[config.mk]
export PLATFORM = sky130hd
export DESIGN_NAME = skin_pattern_gen
export DESIGN_NICKNAME = d
export VERILOG_FILES = /design/src/rtl/skin_pattern_gen.sv
export SDC_FILE = /design/constraint.sdc
export NUM_CORES = 1
export LEC_CHECK = 0
export CAP_MARGIN = 30
export CORE_ASPECT_RATIO = 0.5
export CORE_UTILIZATION = 55
export DETAILED_ROUTE_END_ITERATION = 10
export GPL_TIMING_DRIVEN = 0
export PLACE_DENSITY_LB_ADDON = 0.2
export SYNTH_ARGS = -nofsm -noshare
export SYNTH_HDL_FRONTEND = slang
export SYNTH_SLANG_ARGS = --single-unit
export TNS_END_PERCENT = 30
[constraint.sdc]
create_clock -name iClk -period 8.3 [get_ports iClk]
set_input_delay 1.66 -clock iClk [delete_from_list [all_inputs] [get_ports iClk]]
set_output_delay 1.66 -clock iClk [all_outputs]
set_load 0.02 [all_outputs]
[src/rtl/skin_pattern_gen.sv]
// Synthetic binary-mask video source: one filled rectangle, fixed or bouncing,
// framed with frame-valid / line-valid exactly like the centroid detector input.
module skin_pattern_gen #(
    parameter int H_ACTIVE = 640,
    parameter int H_BLANK  = 160,
    parameter int V_ACTIVE = 480,
    parameter int V_BLANK  = 45
) (
    input  logic        iClk,
    input  logic        iRst,
    input  logic        iEnable,
    input  logic [11:0] iRectX,
    input  logic [11:0] iRectY,
    input  logic [11:0] iRectW,
    input  logic [11:0] iRectH,
    input  logic        iBounce,
    input  logic [11:0] iStepX,
    input  logic [11:0] iStepY,
    output logic [7:0]  oPixel,
    output logic        oLineValid,
    output logic        oFrameValid,
    output logic        oFrameStart,
    output logic        oFrameDone,
    output logic [15:0] oFrameCount
);

    localparam logic [11:0] H_ACT  = 12'(H_ACTIVE);
    localparam logic [11:0] V_ACT  = 12'(V_ACTIVE);
    localparam logic [11:0] H_LAST = 12'(H_ACTIVE + H_BLANK - 1);
    localparam logic [11:0] V_LAST = 12'(V_ACTIVE + V_BLANK - 1);

    logic [11:0] h_cnt_q, h_cnt_d, v_cnt_q, v_cnt_d;
    logic [11:0] pos_x_q, pos_x_d, pos_y_q, pos_y_d;
    logic [11:0] rect_w_q, rect_w_d, rect_h_q, rect_h_d;
    logic        dir_x_neg_q, dir_x_neg_d, dir_y_neg_q, dir_y_neg_d;
    logic [7:0]  pixel_q, pixel_d;
    logic        line_valid_q, line_valid_d, frame_valid_q, frame_valid_d;
    logic        frame_start_q, frame_start_d, frame_done_q, frame_done_d;
    logic [15:0] frame_count_q, frame_count_d;

    logic        boundary, start, active, in_x, in_y;
    logic [12:0] bounce_x, bounce_y;

    // Returns {new_direction_is_negative, new_position} for one axis.
    function automatic logic [12:0] bounce_axis(input logic [11:0] pos, input logic [11:0] size,
                                                input logic [11:0] step, input logic [11:0] limit,
                                                input logic neg);
        logic [13:0] far_edge;
        logic [12:0] res;
        far_edge = {2'b00, pos} + {2'b00, size} + {2'b00, step};
        if (!neg) res = (far_edge > {2'b00, limit}) ? {1'b1, pos} : {1'b0, pos + step};
        else      res = (pos < step) ? {1'b0, pos} : {1'b1, pos - step};
        return res;
    endfunction

    // Counters parked at (0,0) are the frame boundary; they only leave it when enabled.
    always_comb begin
        boundary = (h_cnt_q == 12'd0) && (v_cnt_q == 12'd0);
        start    = boundary && iEnable;
        active   = !boundary || iEnable;
        h_cnt_d  = h_cnt_q;
        v_cnt_d  = v_cnt_q;
        if (active) begin
            if (h_cnt_q == H_LAST) begin
                h_cnt_d = 12'd0;
                v_cnt_d = (v_cnt_q == V_LAST) ? 12'd0 : v_cnt_q + 12'd1;
            end else begin
                h_cnt_d = h_cnt_q + 12'd1;
            end
        end
    end

    always_comb begin
        bounce_x    = bounce_axis(pos_x_q, iRectW, iStepX, H_ACT, dir_x_neg_q);
        bounce_y    = bounce_axis(pos_y_q, iRectH, iStepY, V_ACT, dir_y_neg_q);
        pos_x_d     = pos_x_q;
        pos_y_d     = pos_y_q;
        rect_w_d    = rect_w_q;
        rect_h_d    = rect_h_q;
        dir_x_neg_d = dir_x_neg_q;
        dir_y_neg_d = dir_y_neg_q;
        if (start) begin
            rect_w_d = iRectW;
            rect_h_d = iRectH;
            if (iBounce) begin
                {dir_x_neg_d, pos_x_d} = bounce_x;
                {dir_y_neg_d, pos_y_d} = bounce_y;
            end else begin
                pos_x_d = iRectX;
                pos_y_d = iRectY;
            end
        end
    end

    // Geometry uses the _d values so the (0,0) pixel already sees the newly latched frame.
    always_comb begin
        in_x = ({1'b0, h_cnt_q} >= {1'b0, pos_x_d}) &&
               ({1'b0, h_cnt_q} <  ({1'b0, pos_x_d} + {1'b0, rect_w_d}));
        in_y = ({1'b0, v_cnt_q} >= {1'b0, pos_y_d}) &&
               ({1'b0, v_cnt_q} <  ({1'b0, pos_y_d} + {1'b0, rect_h_d}));
        frame_valid_d = active && (v_cnt_q < V_ACT);
        line_valid_d  = frame_valid_d && (h_cnt_q < H_ACT);
        pixel_d       = (line_valid_d && in_x && in_y) ? 8'hFF : 8'h00;
        frame_start_d = start;
        frame_done_d  = (h_cnt_q == 12'd0) && (v_cnt_q == V_ACT);
        frame_count_d = frame_count_q + {15'd0, frame_done_d};
    end

    always_ff @(posedge iClk) begin
        if (iRst) begin
            h_cnt_q       <= '0;
            v_cnt_q       <= '0;
            pos_x_q       <= '0;
            pos_y_q       <= '0;
            rect_w_q      <= '0;
            rect_h_q      <= '0;
            dir_x_neg_q   <= 1'b0;
            dir_y_neg_q   <= 1'b0;
            pixel_q       <= '0;
            line_valid_q  <= 1'b0;
            frame_valid_q <= 1'b0;
            frame_start_q <= 1'b0;
            frame_done_q  <= 1'b0;
            frame_count_q <= '0;
        end else begin
            h_cnt_q       <= h_cnt_d;
            v_cnt_q       <= v_cnt_d;
            pos_x_q       <= pos_x_d;
            pos_y_q       <= pos_y_d;
            rect_w_q      <= rect_w_d;
            rect_h_q      <= rect_h_d;
            dir_x_neg_q   <= dir_x_neg_d;
            dir_y_neg_q   <= dir_y_neg_d;
            pixel_q       <= pixel_d;
            line_valid_q  <= line_valid_d;
            frame_valid_q <= frame_valid_d;
            frame_start_q <= frame_start_d;
            frame_done_q  <= frame_done_d;
            frame_count_q <= frame_count_d;
        end
    end

    assign oPixel      = pixel_q;
    assign oLineValid  = line_valid_q;
    assign oFrameValid = frame_valid_q;
    assign oFrameStart = frame_start_q;
    assign oFrameDone  = frame_done_q;
    assign oFrameCount = frame_count_q;

endmodule
==> results.txt, run 1 <==
DRT Wirelength -> 34,690 um
Rel. slew slack -> 39.01%
Share of cells above drive strength 1 -> 11.75%
Worst skew pair latency -> 0.36 ns
Die Footprint -> 0.02064 mm^2
Clk slew on worst S/H paths -> 0.07 ns
Total of max-cap violations -> 0
Clock sink total -> 95
Crit. End Element -> flop
Synth area leaders -> dfxtp_1 17%, ha_1 15%, fa_1 5.8%, a21oi_1 4.8%, nand2_1 4.5%
Core area -> 0.01955 mm^2
Antenna Nets Post-Route -> 0
CP required -> 8.58 ns
Area Growth Syn to Fin -> 22.60%
Register area share after synthesis -> 17.26%
Ports -> 104
Final core utilization -> 69.10%
Crit-path slowest cell -> fa_1
TritonCTS clock tree -> built
Standard-cell rows -> 36
GP Congestion -> 0.9525
Number of flops mapped to enable cells by yosys -> 0
First-pass GRT wire length -> 54,280 um
H-tree depth -> 3
Minimum clock period -> 8.192 ns
Pre-Repair DR Iteration Count -> 5
Syn Area/Cell -> 7.831 um^2
Ys Warns -> 0
Root Driver -> clkbuf_16
Post-synth top area share -> 17.26%
Synth Net Count -> 1,647
Tightest Pin Transition -> 0.9148 ns
Fin crit share -> 98.70%
DRC Markers -> 0
Total Power -> 3.795 mW
Cell variety after synth -> 94
Post-DP HPWL -> 26,790 um
Initial antenna violation count -> 0
Worst path most repeated cell -> a21o_1
Mapped Cells -> 1,407
PortBufs -> 102
Die X-Extent -> 202.2 um
Maximum root-to-sink buffer count -> 2
WL/cell -> 19.02 um
Leading register cell type out of synthesis -> dfxtp_1
Setup crit start kind -> input pin
Skew final -> 0.008238 ns
CP arrival -> 8.47 ns
F_max -> 0.1221 GHz
Crit path kind -> in -> reg
Mapped cell area -> 0.01102 mm^2
Tot GR Track Use -> 33.23%
Largest net degree at the start of global routing -> 17
TritonCTS Buffers -> 9
Post-synth ARST share -> 0%
Final setup viols -> 0
Starting DRT DRC Count -> 1,011
Hold Fails Final Rpt -> 0
Inserted Diodes -> 0
Biggest area consumer among synthesized cells -> dfxtp_1
Vias in the first global route -> 10,510
Total number of vias -> 11,200
Yosys reg bits -> 95
LEAKAGE -> 6.127 nW
Outcome -> finished clean
Drt via density -> 6.139
Synth top cells by count -> 133 x nand2_1, 133 x nor2_1, 132 x ha_1
VDD IR max -> 0.0001116 V
Number of max-slew violations in the final report -> 0
Crit path max fanout -> 5
Die H -> 102.1 um
CP peak stage delay -> 0.56 ns
Power Density -> 281.0 mW/mm^2
Layout Nets -> 1,793
HP Class -> reg -> reg
Total global routing overflow -> 0
Starting Density -> 56.36%
flip-flops by register name (all words and copies together), names as in the netlist, 12 cells and up:
signal,flops
rect_w_q,12
v_cnt_q,12
pos_x_q,12
pos_y_q,12
h_cnt_q,12
rect_h_q,12
oFrameCount,16
worst paths after layout:
| path | startpoint | to | slack [ns] | cells past startpoint |
|---|---|---|---|---|
| hold reg to reg | rect_w_q[10] | rect_w_q[10] | 0.46 | 2 |
| hold / removal | rect_w_q[10] | rect_w_q[10] | 0.46 | 2 |
| setup / recovery | iStepY[8] | oPixel[6] | 0.11 | 31 |
| setup reg to reg | pos_y_q[1] | oPixel[6] | 1.04 | 31 |
report_power, final:
part	switching, mW	internal, mW	leakage (nW)
Sequential	0.0807	0.517	0.773
Clock	0.201	0.236	0.139
Combinational	1.59	1.17	5.21
logic make-up (layout without fill, tap and decap cells):
group | after synthesis | in the layout | synth area share, %
multiplexers | 20 | 20 | 1.919
XOR/XNOR | 105 | 105 | 8.347
flip-flops | 95 | 95 | 17.26
buffers and inverters | 156 | 307 | 5.894
AND/OR/NAND/NOR | 476 | 476 | 21.36
AO/OA/AOI/OAI | 385 | 385 | 23.84
adder cells (fa/ha/maj) | 170 | 170 | 21.38
placed cells by master (no fill, tap or decap), drive strengths merged, types with 35 or more instances in the layout:
master and count:
nor2 134, nand2 133, ha 132, a21oi 106, inv 100, dfxtp 95, clkdlybuf4s50 69, o21ai 67
xor2 54, xnor2 51, buf 51, clkbuf 51, nand3 36, nor3 35
metrics by stage:
stage          hold WS (ns)  setup slack, ns  instance area [um^2]  cells  TNS, ns
6_report             0.4636           0.1080                 13510   1824        0
5_1_grt              0.4854          -0.1003                 13510   1824  -0.1003
2_1_floorplan        0.4396           0.4959                 11020   1407        0
4_1_cts              0.4628          0.01376                 12980   1807        0
3_5_place_dp         0.4528           -1.659                 12370   1775   -1.659
3_3_place_gp         0.4470           -1.448                 12370   1775   -1.448
area by class of cell:
type,instances,area [um^2]
Clock buffer,10,229.0
Fill cell,1605,6041
Tap cell,266,332.8
Inverter,99,371.6
Clock inverter,6,67.56
Buffer,57,277.8
Timing Repair Buffer,135,1331
Multi-Input combinational cell,1156,8996
Sequential cell,95,1902
routing by layer:
layer | track usage, % | routed length, um
met5 | 0 | 0
met4 | 9.717 | 867
met3 | 4.656 | 2383
met2 | 56.86 | 15900
met1 | 44.12 | 15530
worst max-delay path: cells and delay by family:
kind | cells | cell delay, ns
AND/OR/NAND/NOR | 7 | 1.70
buffers and inverters | 3 | 0.74
multiplexers | 1 | 0.10
AO/OA/AOI/OAI | 15 | 2.71
adder cells (fa/ha/maj) | 4 | 1.38
XOR/XNOR | 1 | 0.17
what timing repair did:
action / 4_1_cts / 5_1_grt
hold endpoints to repair: 0 / 0
endpoints found under the setup margin: 1 / 1
buffers inserted: 16 / 16
hold buffers: 0 / 0
gates resized for setup: 49 / 96
pin swaps: 19 / 44
Note: power is estimated with default switching activity, not from simulation.
==> run 2: changes to the inputs <==
--- a/config.mk
+++ b/config.mk
@@ -7,7 +7,8 @@
 export LEC_CHECK = 0
 export CAP_MARGIN = 30
 export CORE_ASPECT_RATIO = 0.5
-export CORE_UTILIZATION = 55
+export CORE_UTILIZATION = 25
+export CTS_CLUSTER_SIZE = 14
 export DETAILED_ROUTE_END_ITERATION = 10
 export GPL_TIMING_DRIVEN = 0
 export PLACE_DENSITY_LB_ADDON = 0.2
==> run 2 against run 1 <==
  * Maximum frequency grew 2.8%
  * Combinational power shrank 2%
  * Design area grew 2.5%
  * First-iteration DRC count shrank 37%
  * Via count shrank 5.6%
  * Sequential power is essentially flat
  * Critical path depth grew 1
  * Clock skew grew 0.0029 ns
  * Sequential share of layout area shrank 0.35 points
  * Core utilization shrank 37 points
  * Non-clock buffer count is the same
  * Critical path type unchanged
  * Largest power group unchanged
==> results.txt, run 2 (same netlist as run 1, synthesis figures left out) <==
Share of cells above drive strength 1 -> 11.81% (+0.064 points)
Area Growth Syn to Fin -> 25.72%
CP peak stage delay -> 0.50 ns (-0.06 ns)
Vias in the first global route -> 10,260 (-2.3%)
Total number of vias -> 10,570 (-5.6%)
DRC Markers -> 0 (unchanged)
Crit path kind -> in -> reg
Core area -> 0.04271 mm^2 (+120%)
Drt via density -> 4.952 (-19%)
Most common cell after layout, fill and taps aside -> nand2_1
GP Congestion -> 0.8600 (-9.7%)
Final setup viols -> 0 (unchanged)
Largest net degree at the start of global routing -> 17 (unchanged)
Root Driver -> clkbuf_16
CP required -> 8.58 ns (about the same)
Initial antenna violation count -> 1 (+1)
Clk slew on worst S/H paths -> 0.07 ns (about the same)
LEAKAGE -> 6.043 nW (-1.4%)
Crit-path slowest cell -> fa_1
Tightest Pin Transition -> 0.9078 ns (-0.007051 ns)
Fin crit share -> 96.05% (-2.6 points)
Max reg flops -> 16 (unchanged)
FILL cells -> 4,642 (+190%)
H-tree depth -> 3 (unchanged)
Number of max-slew violations in the final report -> 0 (unchanged)
Register area -> 0.001902 mm^2 (unchanged)
Total of max-cap violations -> 0 (unchanged)
Worst path most repeated cell -> a21o_1
TNS Setup -> 0 ns (unchanged)
Power Density -> 273.7 mW/mm^2 (-2.6%)
Rel. slew slack -> 39.02% (about the same)
Die X-Extent -> 298.9 um (+48%)
Most frequent cells in the layout -> 133 x nand2_1, 131 x nor2_1, 117 x ha_1
Hold Fails Final Rpt -> 0 (unchanged)
Worst skew pair latency -> 0.37 ns (about the same)
Total global routing overflow -> 0 (unchanged)
DRT Wirelength -> 36,790 um (+6.1%)
Starting Density -> 25.80% (-31 points)
Crit. End Element -> flop
Post-DP HPWL -> 30,120 um (+12%)
Starting DRT DRC Count -> 636 (-37%)
Ports -> 104 (unchanged)
PortBufs -> 102 (unchanged)
Multi-input gate area -> 0.008969 mm^2 (-0.31%)
Outcome -> finished clean
F_max -> 0.1254 GHz (+2.8%)
First-pass GRT wire length -> 57,310 um (+5.6%)
Maximum root-to-sink buffer count -> 2 (unchanged)
Layout Nets -> 1,793 (unchanged)
VDD IR max -> 0.0001344 V (+20%)
Minimum clock period -> 7.972 ns (-0.2197 ns)
Antenna Nets Post-Route -> 0 (unchanged)
Die Footprint -> 0.04497 mm^2 (+120%)
HP Class -> reg -> reg
Die H -> 150.4 um (+47%)
Cell Area, Placed -> 0.01277 mm^2 (+3.2%)
TritonCTS clock tree -> built
Inserted Diodes -> 0 (unchanged)
CP arrival -> 8.26 ns (-0.21 ns)
Skew final -> 0.01117 ns (+0.002930 ns)
Standard-cell rows -> 53 (+47%)
Crit path max fanout -> 6 (+1)
Pre-Repair DR Iteration Count -> 5 (unchanged)
Setup crit start kind -> input pin
Clock sink total -> 95 (unchanged)
Post-route cell area -> 0.01385 mm^2 (+2.5%)
Tot GR Track Use -> 16.47% (-17 points)
TritonCTS Buffers -> 9 (unchanged)
WL/cell -> 17.23 um (-9.4%)
run 2: critical path, delay by kind of cell:
kind | cells | cell delay [ns]
simple gates | 7 | 1.14
buf+inv | 3 | 0.49
compound gates | 15 | 2.80
fa+ha+maj | 6 | 1.95
xor+xnor | 1 | 0.18
run 2: worst paths after layout:
kind	startpoint	end	slack (ns)	cells after the start
hold / removal	rect_w_q[11]	rect_w_q[11]	0.46	2
setup / recovery	iRectW[1]	oPixel[6]	0.33	32
setup reg to reg	v_cnt_q[0]	oPixel[6]	1.30	26
hold reg to reg	rect_w_q[11]	rect_w_q[11]	0.46	2
run 2: cell type report:
cell class | instances | area share [%]
clock buffer | 11 | 1.752
tap | 577 | 5.212
clock inverter | 5 | 0.6233
sequential | 95 | 13.73
multi-input combinational | 1156 | 64.75
buffer | 57 | 2.005
inverter | 99 | 2.683
timing repair buffer | 135 | 9.249
run 2: repair_timing:
| action | CTS | global route |
|---|---|---|
| pin swaps | 16 | 49 |
| resized for setup | 64 | 86 |
| buffers inserted | 16 | 16 |
| endpoints found under the setup margin | 1 | 1 |
| hold buffers | 0 | 0 |
run 2: report_power, final:
group	switching (mW)	total (mW)	internal [mW]
sequential	0.0808	0.598	0.517
combinational	1.55	2.71	1.16
clock	0.204	0.481	0.276
total	1.84	3.79	1.95
run 2: metrics by stage:
step / util (%) / power (mW) / cells / setup slack (ns) / hold slack [ns]
global placement: 29.88 / 2.950 / 2086 / -1.922 / 0.4472
finish: 32.44 / 3.791 / 2135 / 0.3277 / 0.4596
detailed placement: 29.89 / 2.946 / 2087 / -1.939 / 0.4527
floorplan: - / 2.342 / 1407 / 0.4959 / 0.4396
global route: 32.44 / 4.137 / 2135 / -0.03186 / 0.4860
CTS: 31.42 / 3.617 / 2119 / 0.01285 / 0.4627
run 2: routing by layer:
| metal | wire length, um | vias to the layer above | GRT usage [%] | part of all wire [%] |
|---|---|---|---|---|
| li1 | - | 5337 | - | - |
| met1 | 17760 | 5017 | 22.47 | 48 |
| met2 | 16930 | 192 | 27.41 | 46 |
| met3 | 1623 | 27 | 2.554 | 4.4 |
| met4 | 472 | 0 | 3.469 | 1.3 |
| met5 | 0 | - | 0 | 0 |
==> run 3: changes to the inputs <==
--- a/config.mk
+++ b/config.mk
@@ -7,6 +7,7 @@
 export LEC_CHECK = 0
 export CAP_MARGIN = 30
 export CORE_ASPECT_RATIO = 0.5
+export CORE_MARGIN = 2
 export CORE_UTILIZATION = 25
 export CTS_CLUSTER_SIZE = 14
 export DETAILED_ROUTE_END_ITERATION = 10
==> run 3 against run 2 <==
  * Register-to-register slack lost 0.09 ns
  * Via count is the same
  * Global-route usage shrank 0.30 points
  * Core utilization shrank 0.72 points
==> results.txt, run 3 (same netlist as run 1, synthesis figures left out) <==
Critical Path End -> oPixel[6]
Hold_ws -> 0.4613 ns (+0.001655 ns)
Clock sink total -> 95 (unchanged)
TritonCTS clock tree -> built
TNS Setup -> 0 ns (unchanged)
Die H -> 152.4 um (+1.3%)
Most frequent cells in the layout -> 133 x nand2_1, 131 x nor2_1, 117 x ha_1
Power Density -> 272.1 mW/mm^2 (-0.58%)
HP Class -> reg -> reg
Total Power -> 3.754 mW (-0.95%)
DRT Wirelength -> 37,440 um (+1.8%)
Antenna Nets Post-Route -> 0 (unchanged)
Total number of vias -> 10,570 (unchanged)
Root Driver -> clkbuf_16
Starting Density -> 25.32% (-0.48 points)
Layout Nets -> 1,791 (-0.11%)
Rel. slew slack -> 28.26% (-11 points)
Worst skew pair latency -> 0.37 ns (about the same)
GP Congestion -> 0.8312 (-3.3%)
CP arrival -> 8.24 ns (-0.02 ns)
PortBufs -> 102 (unchanged)
Crit path kind -> in -> reg
CP required -> 8.53 ns (-0.05 ns)
Share of cells above drive strength 1 -> 11.78% (-0.034 points)
First-pass GRT wire length -> 58,060 um (+1.3%)
Post-DP HPWL -> 30,470 um (+1.2%)
Final setup viols -> 0 (unchanged)
Tightest Pin Transition -> 1.068 ns (+0.1602 ns)
Final core utilization -> 31.71% (-0.72 points)
LEAKAGE -> 6.044 nW (about the same)
Ports -> 104 (unchanged)
Max reg flops -> 16 (unchanged)
CTS Hold Bufs -> 0 (unchanged)
Most common cell after layout, fill and taps aside -> nand2_1
Outcome -> finished clean
Finished Layout Cells -> 2,142 (+0.33%)
Inserted Diodes -> 0 (unchanged)
Area Growth Syn to Fin -> 25.24%
Crit path max fanout -> 4 (-2)
Largest net degree at the start of global routing -> 16 (-1)
R2r startpoint -> pos_y_q[1]
WL/cell -> 17.48 um (+1.5%)
Critical Path Start -> iRectH[8]
CP peak stage delay -> 0.57 ns (+0.07 ns)
Hold Fails Final Rpt -> 0 (unchanged)
Number of max-slew violations in the final report -> 0 (unchanged)
Standard-cell rows -> 54 (+1.9%)
Total of max-cap violations -> 0 (unchanged)
Setup crit start kind -> input pin
Skew final -> 0.01593 ns (+0.004764 ns)
Crit. End Element -> flop
F_max -> 0.1248 GHz (-0.54%)
FF-to-FF End -> oPixel[6]
Starting DRT DRC Count -> 656 (+3.1%)
Maximum root-to-sink buffer count -> 2 (unchanged)
Pre-Repair DR Iteration Count -> 5 (unchanged)
Reg2Reg Setup Slack -> 1.21 ns (-0.09 ns)
Die X-Extent -> 300.9 um (+0.67%)
R2R cell count -> 30 (+15%)
TritonCTS Buffers -> 9 (unchanged)
VDD IR max -> 0.0001135 V (-16%)
Fin crit share -> 96.58% (+0.53 points)
Die Footprint -> 0.04587 mm^2 (+2.0%)
Tot GR Track Use -> 16.17% (-0.30 points)
Crit-path slowest cell -> fa_1
Clk slew on worst S/H paths -> 0.07 ns (about the same)
Initial antenna violation count -> 0 (-1)
Drt via density -> 4.936 (-0.33%)
Core area -> 0.04351 mm^2 (+1.9%)
DRC Markers -> 0 (unchanged)
Total global routing overflow -> 0 (unchanged)
Minimum clock period -> 8.016 ns (+0.04365 ns)
Vias in the first global route -> 10,280 (+0.13%)
H-tree depth -> 3 (unchanged)
Placed Cells -> 2,098 (+0.53%)
run 3: worst min path at each step:
stage	from	endpoint	slack, ns	cells past startpoint
floorplan	rect_h_q[0]	rect_h_q[0]	0.44	2
global placement	rect_w_q[1]	rect_w_q[1]	0.45	2
CTS	rect_h_q[2]	rect_h_q[2]	0.46	2
finish	rect_w_q[10]	rect_w_q[10]	0.46	2
global route	rect_w_q[11]	rect_w_q[11]	0.48	2
detailed placement	rect_h_q[2]	rect_h_q[2]	0.45	2
run 3: per-layer routing:
metal / routed length [um] / track usage, % / share of wire [%]
met2: 17480 / 26.75 / 47
met3: 1489 / 2.581 / 4.0
met1: 17870 / 21.97 / 48
met4: 598 / 3.767 / 1.6
met5: 0 / 0 / 0
run 3: worst max-delay path: cells and delay by family:
kind                     cells  cell delay (ns)
AO/OA/AOI/OAI               14             2.24
XOR/XNOR                     1             0.16
adder cells (fa/ha/maj)      4             1.30
buffers and inverters        2             0.59
multiplexers                 2             0.44
AND/OR/NAND/NOR              7             1.83
run 3: final cells by class:
type / instances / area [um^2]
Timing Repair Buffer: 133 / 1274
Sequential cell: 95 / 1902
Inverter: 99 / 371.6
Clock inverter: 5 / 83.83
Tap cell: 588 / 735.7
Fill cell: 4742 / 29710
Buffer: 57 / 277.8
Clock buffer: 9 / 225.2
Multi-Input combinational cell: 1156 / 8930
run 3: through the flow:
| stage | instance area [um^2] | setup slack, ns |
|---|---|---|
| after global routing | 13800 | -0.04191 |
| after global placement | 12770 | -1.913 |
| after detailed placement | 12780 | -1.892 |
| after CTS | 13390 | 0.001193 |
| final | 13800 | 0.2840 |
| after floorplan | 11020 | 0.4959 |
run 3: power by group:
| group | switching, mW | leakage, nW | internal [mW] |
|---|---|---|---|
| clock | 0.196 | 0.144 | 0.262 |
| sequential | 0.0813 | 0.773 | 0.517 |
| combinational | 1.55 | 5.13 | 1.15 |
| total | 1.83 | 6.04 | 1.93 |
run 3: repair_timing:
| action | CTS | global route |
|---|---|---|
| buffers inserted | 16 | 14 |
| setup endpoints to repair | 1 | 1 |
| resized for setup | 59 | 93 |
| pin swaps | 17 | 41 |
